==> src/rtl/prune_ctrl.sv <==
// Tile sequencer between an input activation stream and a combinational pruning unit.
// Each element is registered with a one-deep output stage; kept elements are counted per tile.
//
// state   | meaning
// --------+-----------------------------------------------------------
// S_IDLE  | waiting for start; nz count and last outputs held
// S_RUN   | accepting elements until the remaining count reaches zero
// S_DRAIN | last element registered, waiting for it to be consumed
module prune_ctrl #(
  parameter int N  = 64,
  parameter int LW = 7
) (
  input  logic          i_clk,
  input  logic          i_rst,
  input  logic          i_start,
  input  logic [LW-1:0] i_len,
  input  logic [1:0]    i_th_cfg,
  input  logic [1:0]    i_fp_dst_cfg,
  input  logic          i_in_valid,
  output logic          o_in_ready,
  input  logic [7:0]    i_in_data,
  output logic [7:0]    o_pru_in,
  output logic [1:0]    o_pru_th,
  output logic [1:0]    o_pru_fp_dst,
  input  logic [7:0]    i_pru_out,
  input  logic          i_pru_keep,
  output logic          o_out_valid,
  input  logic          i_out_ready,
  output logic [7:0]    o_out_data,
  output logic          o_out_keep,
  output logic          o_out_last,
  output logic          o_busy,
  output logic          o_done,
  output logic [LW-1:0] o_nz_count
);

  localparam logic [1:0] S_IDLE  = 2'd0;
  localparam logic [1:0] S_RUN   = 2'd1;
  localparam logic [1:0] S_DRAIN = 2'd2;

  localparam logic [LW-1:0] L_NMAX = LW'(N);
  localparam logic [LW-1:0] L_ONE  = LW'(1);

  logic [1:0]    r_state;
  logic [1:0]    r_th;
  logic [1:0]    r_fp_dst;
  logic [LW-1:0] r_rem;
  logic [LW-1:0] r_nz;
  logic          r_out_valid;
  logic [7:0]    r_out_data;
  logic          r_out_keep;
  logic          r_out_last;
  logic          r_done;

  logic [LW-1:0] w_len_eff;
  logic          w_in_ready;
  logic          w_accept;
  logic          w_drain;

  // Oversized tile requests are clamped rather than rejected.
  assign w_len_eff  = (i_len > L_NMAX) ? L_NMAX : i_len;
  assign w_in_ready = (r_state == S_RUN) && (!r_out_valid || i_out_ready);
  assign w_accept   = i_in_valid && w_in_ready;
  assign w_drain    = r_out_valid && i_out_ready;

  always_ff @(posedge i_clk or posedge i_rst) begin
    if (i_rst) begin
      r_state     <= S_IDLE;
      r_th        <= '0;
      r_fp_dst    <= '0;
      r_rem       <= '0;
      r_nz        <= '0;
      r_out_valid <= 1'b0;
      r_out_data  <= '0;
      r_out_keep  <= 1'b0;
      r_out_last  <= 1'b0;
      r_done      <= 1'b0;
    end else begin
      r_done <= 1'b0;
      case (r_state)
        S_IDLE: begin
          if (i_start) begin
            r_nz <= '0;
            if (w_len_eff == '0) begin
              r_done <= 1'b1;
            end else begin
              r_th     <= i_th_cfg;
              r_fp_dst <= i_fp_dst_cfg;
              r_rem    <= w_len_eff;
              r_state  <= S_RUN;
            end
          end
        end
        S_RUN: begin
          // An accept reloads the output stage even while it is being drained.
          if (w_accept) begin
            r_out_valid <= 1'b1;
            r_out_data  <= i_pru_out;
            r_out_keep  <= i_pru_keep;
            r_out_last  <= (r_rem == L_ONE);
            r_rem       <= r_rem - L_ONE;
            if (i_pru_keep) r_nz <= r_nz + L_ONE;
            if (r_rem == L_ONE) r_state <= S_DRAIN;
          end else if (w_drain) begin
            r_out_valid <= 1'b0;
          end
        end
        S_DRAIN: begin
          if (w_drain) begin
            r_out_valid <= 1'b0;
            r_done      <= 1'b1;
            r_state     <= S_IDLE;
          end
        end
        default: r_state <= S_IDLE;
      endcase
    end
  end

  assign o_in_ready   = w_in_ready;
  assign o_pru_in     = i_in_data;
  assign o_pru_th     = r_th;
  assign o_pru_fp_dst = r_fp_dst;
  assign o_out_valid  = r_out_valid;
  assign o_out_data   = r_out_data;
  assign o_out_keep   = r_out_keep;
  assign o_out_last   = r_out_last;
  assign o_busy       = (r_state != S_IDLE);
  assign o_done       = r_done;
  assign o_nz_count   = r_nz;

endmodule

==> config.mk <==
export PLATFORM = sky130hd
export DESIGN_NAME = prune_ctrl
export DESIGN_NICKNAME = d
export VERILOG_FILES = /design/src/rtl/prune_ctrl.sv
export SDC_FILE = /design/constraint.sdc
export NUM_CORES = 1
export LEC_CHECK = 0
export CAP_MARGIN = 20
export CORE_MARGIN = 2
export CORE_UTILIZATION = 45
export CTS_CLUSTER_SIZE = 20
export DETAILED_ROUTE_END_ITERATION = 12
export GPL_ROUTABILITY_DRIVEN = 1
export PLACE_DENSITY_LB_ADDON = 0.25
export SLEW_MARGIN = 20
export SYNTH_ARGS = -nofsm -noshare
export SYNTH_HDL_FRONTEND = slang
export SYNTH_SLANG_ARGS = --single-unit
==> constraint.sdc <==
create_clock -name i_clk -period 2.9 [get_ports i_clk]
set_input_delay 0.58 -clock i_clk [delete_from_list [all_inputs] [get_ports i_clk]]
set_output_delay 0.58 -clock i_clk [all_outputs]
set_load 0.01 [all_outputs]
==> results.cfg <==
[floorplan]
core_mm2 = 0.00400
die_w_um = 68.3
fp.dieArea_mm2 = 0.00466
start_util = 0.465
die_h_um = 68.3
num_io_pins = 66
fp-row-count = 23

[logic_synthesis]
synth.avg_cell_area_um2 = 10.3
ys_seq_area_frac = 0.431
synth_warnings = 0
synthCells = 181
synth-async-reset-ratio = 1.00
synth_edf_count = 0
synth_seq_cells = 32
syn_area_mm2 = 0.00186
synth_nets = 220
synth_cell_type_count = 48
ys.flop_type = dfrtp_1

[placed_design]
place_hpwl_mm = 3.23
dp_slack_ns = 0.360
place.gp.congestion = 0.837
io_buffers = 49

[global_route]
grtUsageTotal = 0.210
grt_antenna_before_repair = 0
grt_pass1_vias = 1540
grt_max_degree = 33
grt_pass1_wl_mm = 7.24
overflow = 0

[hold_path]
worstHoldPathType = reg -> reg

[critical_path]
cp_data_required_time_ns = 2.32
endpoint = o_in_ready
critPathLaunchType = flip-flop
cp.arrival_ns = 2.09
r2r_end = o_nz_count[3]
crit_path_start = r_state[1]
r2r-start = r_state[1]
critPathKind = reg -> out
r2r_cells = 6
cp_max_fo = 19
end_kind = primary output
reg2reg_slack_ns = 0.55

[detailed_routing]
vias = 1577
drc = 0
drt-pass1-iter-count = 4
drt_iter0_markers = 72
vias_per_cell = 5.73
wl_mm = 4.35
wire_per_inst_um = 15.8
postRouteAntennaNets = 0

[final_layout]
final_cell_mix = clkdlybuf4s50_1, dfrtp_1, mux2_2, inv_1, nand2_1
nets = 264
antenna_cells = 0
layout_commonest_cell = clkdlybuf4s50_1
synthToLayoutAreaGrowth_pct = 29.7
layout-drive-gt1-share = 0.147

[cts]
cts_tree = done
cts.repair.resized = 0
cts_hold_buf = 0
post_cts_buffers = 0
htree_num_levels = 2
clk_pin_slew_ns = 0.07
clk_latency_ns = 0.29
clock_path_buffers = 2
cts_root_buf = clkbuf_8
cts_inserted_buffers = 5
clkSinkCount = 32

[power]
p_leak_nw = 0.996
ir_drop_mv = 0.556
internal_power_mw = 1.42
switchingPower_mw = 0.868
p_comb_frac = 0.524
power_frac_clock = 0.141
p_per_area_mw_per_mm2 = 950
p_seq_frac = 0.335
swShare = 0.379

[timing]
slew_headroom = 0.590
final.setup.tns_ns = 0
setup_slack_ns = 0.226
min_period_over_period = 0.922
fmax_ghz = 0.374
period_needed_ns = 2.67
clock_skew_ns = 0.0137
finalHoldViolCount = 0
rsz0062_at_grt = no
slew_viol_final = 0
worst_slew_pin_slew_ns = 0.615
setup_violations = 0

[job]
maxCapViolations = 0

[status]
status = finished, final reports clean
==> logic make-up after synthesis <==
family	count (synthesis)	synth area share
flip-flops	32	0.431
multiplexers	18	0.106
AND/OR/NAND/NOR	58	0.190
AO/OA/AOI/OAI	37	0.143
adder cells (fa/ha/maj)	6	0.0404
buffers and inverters	30	0.0888
==> worst min path at each step <==
stage,from,to,slack (ns),depth (start not counted)
after floorplan,r_rem[5],r_rem[5],0.47,1
after global placement,o_out_data[2],o_out_data[2],0.49,1
after detailed placement,o_out_data[1],o_out_data[1],0.49,1
after CTS,o_out_data[1],o_out_data[1],0.51,1
after global routing,o_out_data[1],o_out_data[1],0.52,1
final,o_out_data[1],o_out_data[1],0.50,1
==> metal layers <==
metal,global-route usage,routed length [um]
met4,0.0700,59
met3,0.0592,275
met1,0.267,1860
met2,0.342,2150
met5,0,0
==> registers in the layout, summed over array words and instances (netlist names) <==
name / count
o_out_data: 8
o_nz_count: 7
r_rem: 7
o_pru_fp_dst: 2
o_pru_th: 2
r_state: 2
o_done: 1
o_out_keep: 1
o_out_last: 1
o_out_valid: 1
==> Yosys cell counts, types with 2 or more instances <==
cell type | number | area, um2
o31ai_1 | 4 | 30.0
mux2i_1 | 4 | 40.0
o21ai_0 | 7 | 35.0
dfrtp_1 | 32 | 801
nand2_1 | 10 | 37.5
nor3_1 | 5 | 25.0
clkbuf_1 | 3 | 11.3
nand3_1 | 4 | 20.0
nor2b_1 | 2 | 12.5
a21oi_1 | 6 | 30.0
and4_1 | 2 | 17.5
buf_2 | 2 | 10.0
or2_2 | 3 | 18.8
a211oi_1 | 3 | 22.5
mux2_2 | 14 | 158
buf_6 | 2 | 22.5
ha_1 | 6 | 75.1
and3_1 | 4 | 25.0
a31oi_1 | 2 | 12.5
nor3b_1 | 2 | 15.0
a21boi_0 | 2 | 15.0
nor2_1 | 4 | 15.0
or4_1 | 6 | 45.0
nand4_1 | 4 | 25.0
nor4_1 | 3 | 18.8
and2_1 | 3 | 18.8
buf_4 | 9 | 67.6
inv_1 | 13 | 48.8
==> cell type report <==
cell class / instances / area, um2
flip-flops and latches: 32 / 801
clock buffers: 6 / 72.6
inverters: 13 / 48.8
multi-input cells: 119 / 893
repair buffers: 54 / 528
well taps: 50 / 62.6
fillers: 328 / 1590
clock inverters: 1 / 5.00
==> stage by stage <==
| step | hold slack (ns) | instances | cell area (um2) | util | power [mW] |
|---|---|---|---|---|---|
| 6_report | 0.504 | 275 | 2410 | 0.603 | 2.29 |
| 5_1_grt | 0.520 | 275 | 2410 | 0.603 | 2.47 |
| 4_1_cts | 0.510 | 275 | 2410 | 0.603 | 2.30 |
| 3_5_place_dp | 0.495 | 268 | 2330 | 0.583 | 1.97 |
| 3_3_place_gp | 0.488 | 268 | 2330 | 0.583 | 1.93 |
| 2_1_floorplan | 0.474 | 181 | 1860 | - | 1.53 |
==> power by group through the flow <==
stage	registers [mW]	clock network, mW	logic [mW]
2_1_floorplan	0.804	0	0.730
3_3_place_gp	0.763	0	1.16
3_5_place_dp	0.775	0	1.19
4_1_cts	0.767	0.328	1.20
5_1_grt	0.802	0.343	1.32
6_report	0.768	0.322	1.20
==> worst max-delay path: stages (launching register included) <==
cell and delay, ns:
dfrtp_1 0.40, inv_1 0.10, ha_1 0.56, and2_1 0.22
clkdlybuf4s50_1 0.53
Note: power is estimated with default switching activity, not from simulation.
==> variant 1: new RTL, same settings <==
Register the inputs `i_th_cfg` and `i_fp_dst_cfg` before use. The logic sees them one clock later. The other inputs are not delayed to match.
--- a/src/rtl/prune_ctrl.sv
+++ b/src/rtl/prune_ctrl.sv
@@ -42,2 +42,10 @@
   localparam logic [LW-1:0] L_ONE  = LW'(1);
+
+  logic [1:0] i_th_cfg_q;
+  logic [1:0] i_fp_dst_cfg_q;
+
+  always_ff @(posedge i_clk) begin
+    i_th_cfg_q     <= i_th_cfg;
+    i_fp_dst_cfg_q <= i_fp_dst_cfg;
+  end
 
@@ -86,4 +94,4 @@
             end else begin
-              r_th     <= i_th_cfg;
-              r_fp_dst <= i_fp_dst_cfg;
+              r_th     <= i_th_cfg_q;
+              r_fp_dst <= i_fp_dst_cfg_q;
               r_rem    <= w_len_eff;
Check against the original RTL: not equivalent (a bounded check fails within 4 cycles, from zero or initial values and one cycle with i_rst high).
==> variant 1 against the unedited design <==
Count of clock-buffer cells in the layout increased by 1. Sequential cell count increased by 4. Total power increased by 0.64%. Non-clock buffer count decreased by 1. Routed wire length increased by 1.5%. Fmax increased by 9.2%. Synthesized area increased by 4.2%. Worst setup slack improved by 230 ps. Synthesized cell count increased by 12%. Die area increased by 4.0%. Cell area increased by 4.8%. Clock skew decreased by 8.4 ps.
==> variant 1: results <==
metrics = {
    "synthesis": {
        "synth_nets": 241,
        "synth.top_cells.by_count": "nand2_1, dfrtp_1, inv_1",
        "synth_cell_types": 50,
        "ys_seq_area_frac": 0.454,
        "synth_area_leaders": "dfrtp_1, nand2_1, dfxtp_1, ha_1, buf_4",
        "ys_async_sr_fraction": 0.889,
    },
    "place": {
        "hpwlAfterDp_um": 3320,
        "place_area_um2": 2430,
    },
    "drt": {
        "wire_per_inst_um": 14.8,
        "avgViaCountPerCell": 5.52,
        "drt_iter0_drc": 107,
    },
    "global_routing": {
        "grt_pass1_wl_um": 7660,
        "grt_usage": 0.194,
        "grt_pass1_vias": 1632,
    },
    "setup_path": {
        "max_stage_delay_ps": 480,
        "crit_slowest_cell": "clkdlybuf4s50_1",
        "cp_max_fo": 5,
        "rrSetupSlack_ps": 850,
        "cp.arrival_ps": 1870,
    },
    "final_layout": {
        "nets": 287,
        "drive_gt1_frac": 0.0964,
    },
    "timing": {
        "relSlewSlack": 0.465,
        "fin_skew_ps": 5.32,
        "max_freq_ghz": 0.408,
    },
    "power": {
        "p_per_area_nw_per_um2": 913,
        "ir_drop_uv": 469,
        "power.leakage_nw": 1.11,
    },
    "min_path": {
        "min_path_type": "reg -> reg",
    },
    "outcome": {
        "status": "finished clean",
    },
}
variant 1: changes by cell type in the layout (fill, tap and decap cells not counted), sizes merged, moves of 3 or more:
| cell | before | now |
|---|---|---|
| o2bb2ai | 0 | 3 |
| nand2 | 10 | 45 |
| or4 | 6 | 3 |
| nand2b | 1 | 5 |
| o211ai | 1 | 4 |
| mux2 | 14 | 5 |
| o31ai | 4 | 0 |
| nor2 | 4 | 8 |
| dfxtp | 0 | 4 |
| a21o | 0 | 3 |
variant 1: worst paths after layout:
check                                       start  cells past startpoint                        end
min                         i_th_cfg_q[0]$_DFF_P_                      1    o_pru_th[0]$_DFFE_PP0P_
max in group asynchronous                   i_rst                      3     o_out_keep$_DFFE_PP0P_
max                                   i_out_ready                      4                 o_in_ready
max reg2reg                r_state[1]$_DFFE_PP0P_                      7  o_nz_count[3]$_DFFE_PP0P_
min in group asynchronous                   i_rst                      3  o_out_data[4]$_DFFE_PP0P_
min reg2reg                 i_th_cfg_q[0]$_DFF_P_                      1    o_pru_th[0]$_DFFE_PP0P_
variant 1: layout make-up:
type,instances,area (µm²)
Fill cell,351,1560
Multi-Input combinational cell,141,927
Sequential cell,36,881
Timing Repair Buffer,53,520
Clock buffer,7,86.3
Tap cell,50,62.6
Inverter,11,41.3
Clock inverter,1,7.51
variant 1: cell families (layout without fill, tap and decap cells):
group / after synthesis / after routing / synth area share
adder cells (fa/ha/maj): 6 / 6 / 0.0387
buffers and inverters: 25 / 72 / 0.0671
AO/OA/AOI/OAI: 39 / 39 / 0.148
multiplexers: 7 / 7 / 0.0471
AND/OR/NAND/NOR: 89 / 89 / 0.244
flip-flops: 36 / 36 / 0.454
variant 1: report_power, final:
part	switching [mW]	internal (mW)	leakage, nW
Combinational	0.561	0.561	0.632
Clock	0.180	0.193	0.0445
Sequential	0.137	0.673	0.437
variant 1: metal layers:
metal  global-route usage  vias to the layer above  routed length (µm)  part of all wire
met5                    0                        -                   0                 0
met4               0.0684                        0                  32            0.0072
met3               0.0465                        8                 249             0.056
met2                0.301                       49                2080              0.47
met1                0.266                      784                2050              0.46
li1                     -                      808                   -                 -
variant 1: per-stage QoR:
stage | power, mW | util | instances | hold WS (ps)
after floorplan | 1.47 | - | 202 | 441
after global placement | 1.92 | 0.595 | 291 | 441
after detailed placement | 1.94 | 0.595 | 291 | 448
after CTS | 2.32 | 0.618 | 299 | 468
after global routing | 2.49 | 0.618 | 299 | 472
final | 2.31 | 0.618 | 299 | 464
==> variant 2: new RTL, config.mk and constraints unchanged <==
Made on the original files. Change the parameter `LW` from 7 to 8.
--- a/src/rtl/prune_ctrl.sv
+++ b/src/rtl/prune_ctrl.sv
@@ -10,3 +10,3 @@
   parameter int N  = 64,
-  parameter int LW = 7
+  parameter int LW = 8
 ) (
Ports: changed (resized i_len and o_nz_count); port bits go from 66 to 68. No check against the original RTL was run, so the function may have changed too.
==> variant 2 against the unedited design <==
Global-route usage down 0.88 points. Utilization up 3.3 points. Synthesized cell count up 3.3%. Sequential cell count up 2. Combinational power up 6%. Worst setup slack better by 170 ps. Synthesized area up 2.1%. Routed wire length down 4.3%. Count of clock-buffer cells in the layout up 2. Total power up 8.1%. Register-to-register slack worse by 20 ps. First-iteration DRC count up 19%. Cell area up 6.2%. Critical endpoint unchanged. Largest power group unchanged. Highest routed layer unchanged.
==> variant 2: results <==
metrics = {
    "outcome": {
        "status": "finished clean",
    },
    "synthesis": {
        "ys_async_sr_fraction": 1.00,
        "synth_area_per_cell_um2": 10.2,
        "synth-xor-area-share": 0,
        "synth.top_cells.by_count": "dfrtp_1, nand2_1, mux2_2",
        "ys_seq_area_frac": 0.448,
        "synth_nets": 228,
        "synth_ff_type": "dfrtp_1",
        "synthMuxAreaShare": 0.122,
        "synth-compound-area-share": 0.108,
        "synth_cell_types": 40,
        "synth_area_leaders": "dfrtp_1, mux2_2, ha_1, nand2_1, buf_4",
        "synth_adder_area_share": 0.0461,
    },
    "place": {
        "io_buffers": 51,
        "pre_cts_slack_ps": 231,
        "hpwlAfterDp_um": 3120,
        "gp_congestion": 0.808,
        "dp.cells": 283,
        "place_area_um2": 2450,
    },
    "final_layout": {
        "drive_gt1_frac": 0.166,
        "nets": 281,
        "diodes": 0,
    },
    "cts": {
        "root_buffer": "clkbuf_8",
        "clk_latency_ps": 280,
        "postCtsSetupBuffers": 0,
        "clockBufferDepth": 2,
        "clkTransAtPathRegs_ps": 70,
        "htree_levels": 2,
    },
    "global_routing": {
        "grt_usage": 0.201,
        "grt-ovfl-total": 0,
        "antenna_found_initial": 0,
        "grt_pass1_wl_um": 7010,
        "grt_max_degree": 35,
        "grt_pass1_vias": 1520,
    },
    "setup_path": {
        "crit_slowest_cell": "clkdlybuf4s50_1",
        "crit_family": "buffers and inverters",
        "rr_worst_depth": 7,
        "cp_max_fo": 8,
        "reg2reg_to": "o_nz_count[3]$_DFFE_PP0P_",
        "crit_end": "o_in_ready",
        "startpoint": "r_state[1]$_DFFE_PP0P_",
        "cp.arrival_ps": 1930,
        "max_stage_delay_ps": 560,
        "rrSetupSlack_ps": 530,
    },
    "power": {
        "power.leakage_nw": 1.10,
        "ir_drop_uv": 521,
    },
    "min_path": {
        "whs_endpoint": "o_out_data[4]$_DFFE_PP0P_",
        "min_path_type": "reg -> reg",
        "min_from": "o_out_data[4]$_DFFE_PP0P_",
    },
    "timing": {
        "fin_skew_ps": 2.78,
        "fin_ws_ps": 391,
        "relSlewSlack": 0.600,
        "whs_ps": 503,
    },
    "drt": {
        "routed_wl_um": 4160,
        "num_vias": 1596,
        "avgViaCountPerCell": 5.48,
        "drt_iter0_drc": 86,
    },
}
## variant 2: changes by cell type after synthesis, moves of 3 or more
cell      change
or2_2         -3
nand2b_1      +6
o21ai_0       +3
nand2_1       +8
inv_1         -4
or4_1         -4
mux2_2        +3
nand3_1       +4
a31oi_1       +3
or3_1         +3
## variant 2: per-layer routing
| layer | track usage | wire length (µm) |
|---|---|---|
| met4 | 0.0735 | 58 |
| met5 | 0 | 0 |
| met1 | 0.263 | 1900 |
| met2 | 0.315 | 1970 |
| met3 | 0.0584 | 229 |
## variant 2: final cells by class
class / instances / area, µm²
well taps: 50 / 62.6
flip-flops and latches: 34 / 851
repair buffers: 59 / 571
multi-input cells: 131 / 932
clock buffers: 8 / 110
fillers: 355 / 1470
inverters: 9 / 33.8
## variant 2: power breakdown
group          total (mW)  internal [mW]  switching [mW]  leakage, nW
Combinational        1.27          0.666           0.600        0.616
Clock               0.404          0.240           0.164       0.0575
Sequential          0.806          0.662           0.144        0.427
Total                2.48           1.57           0.908         1.10
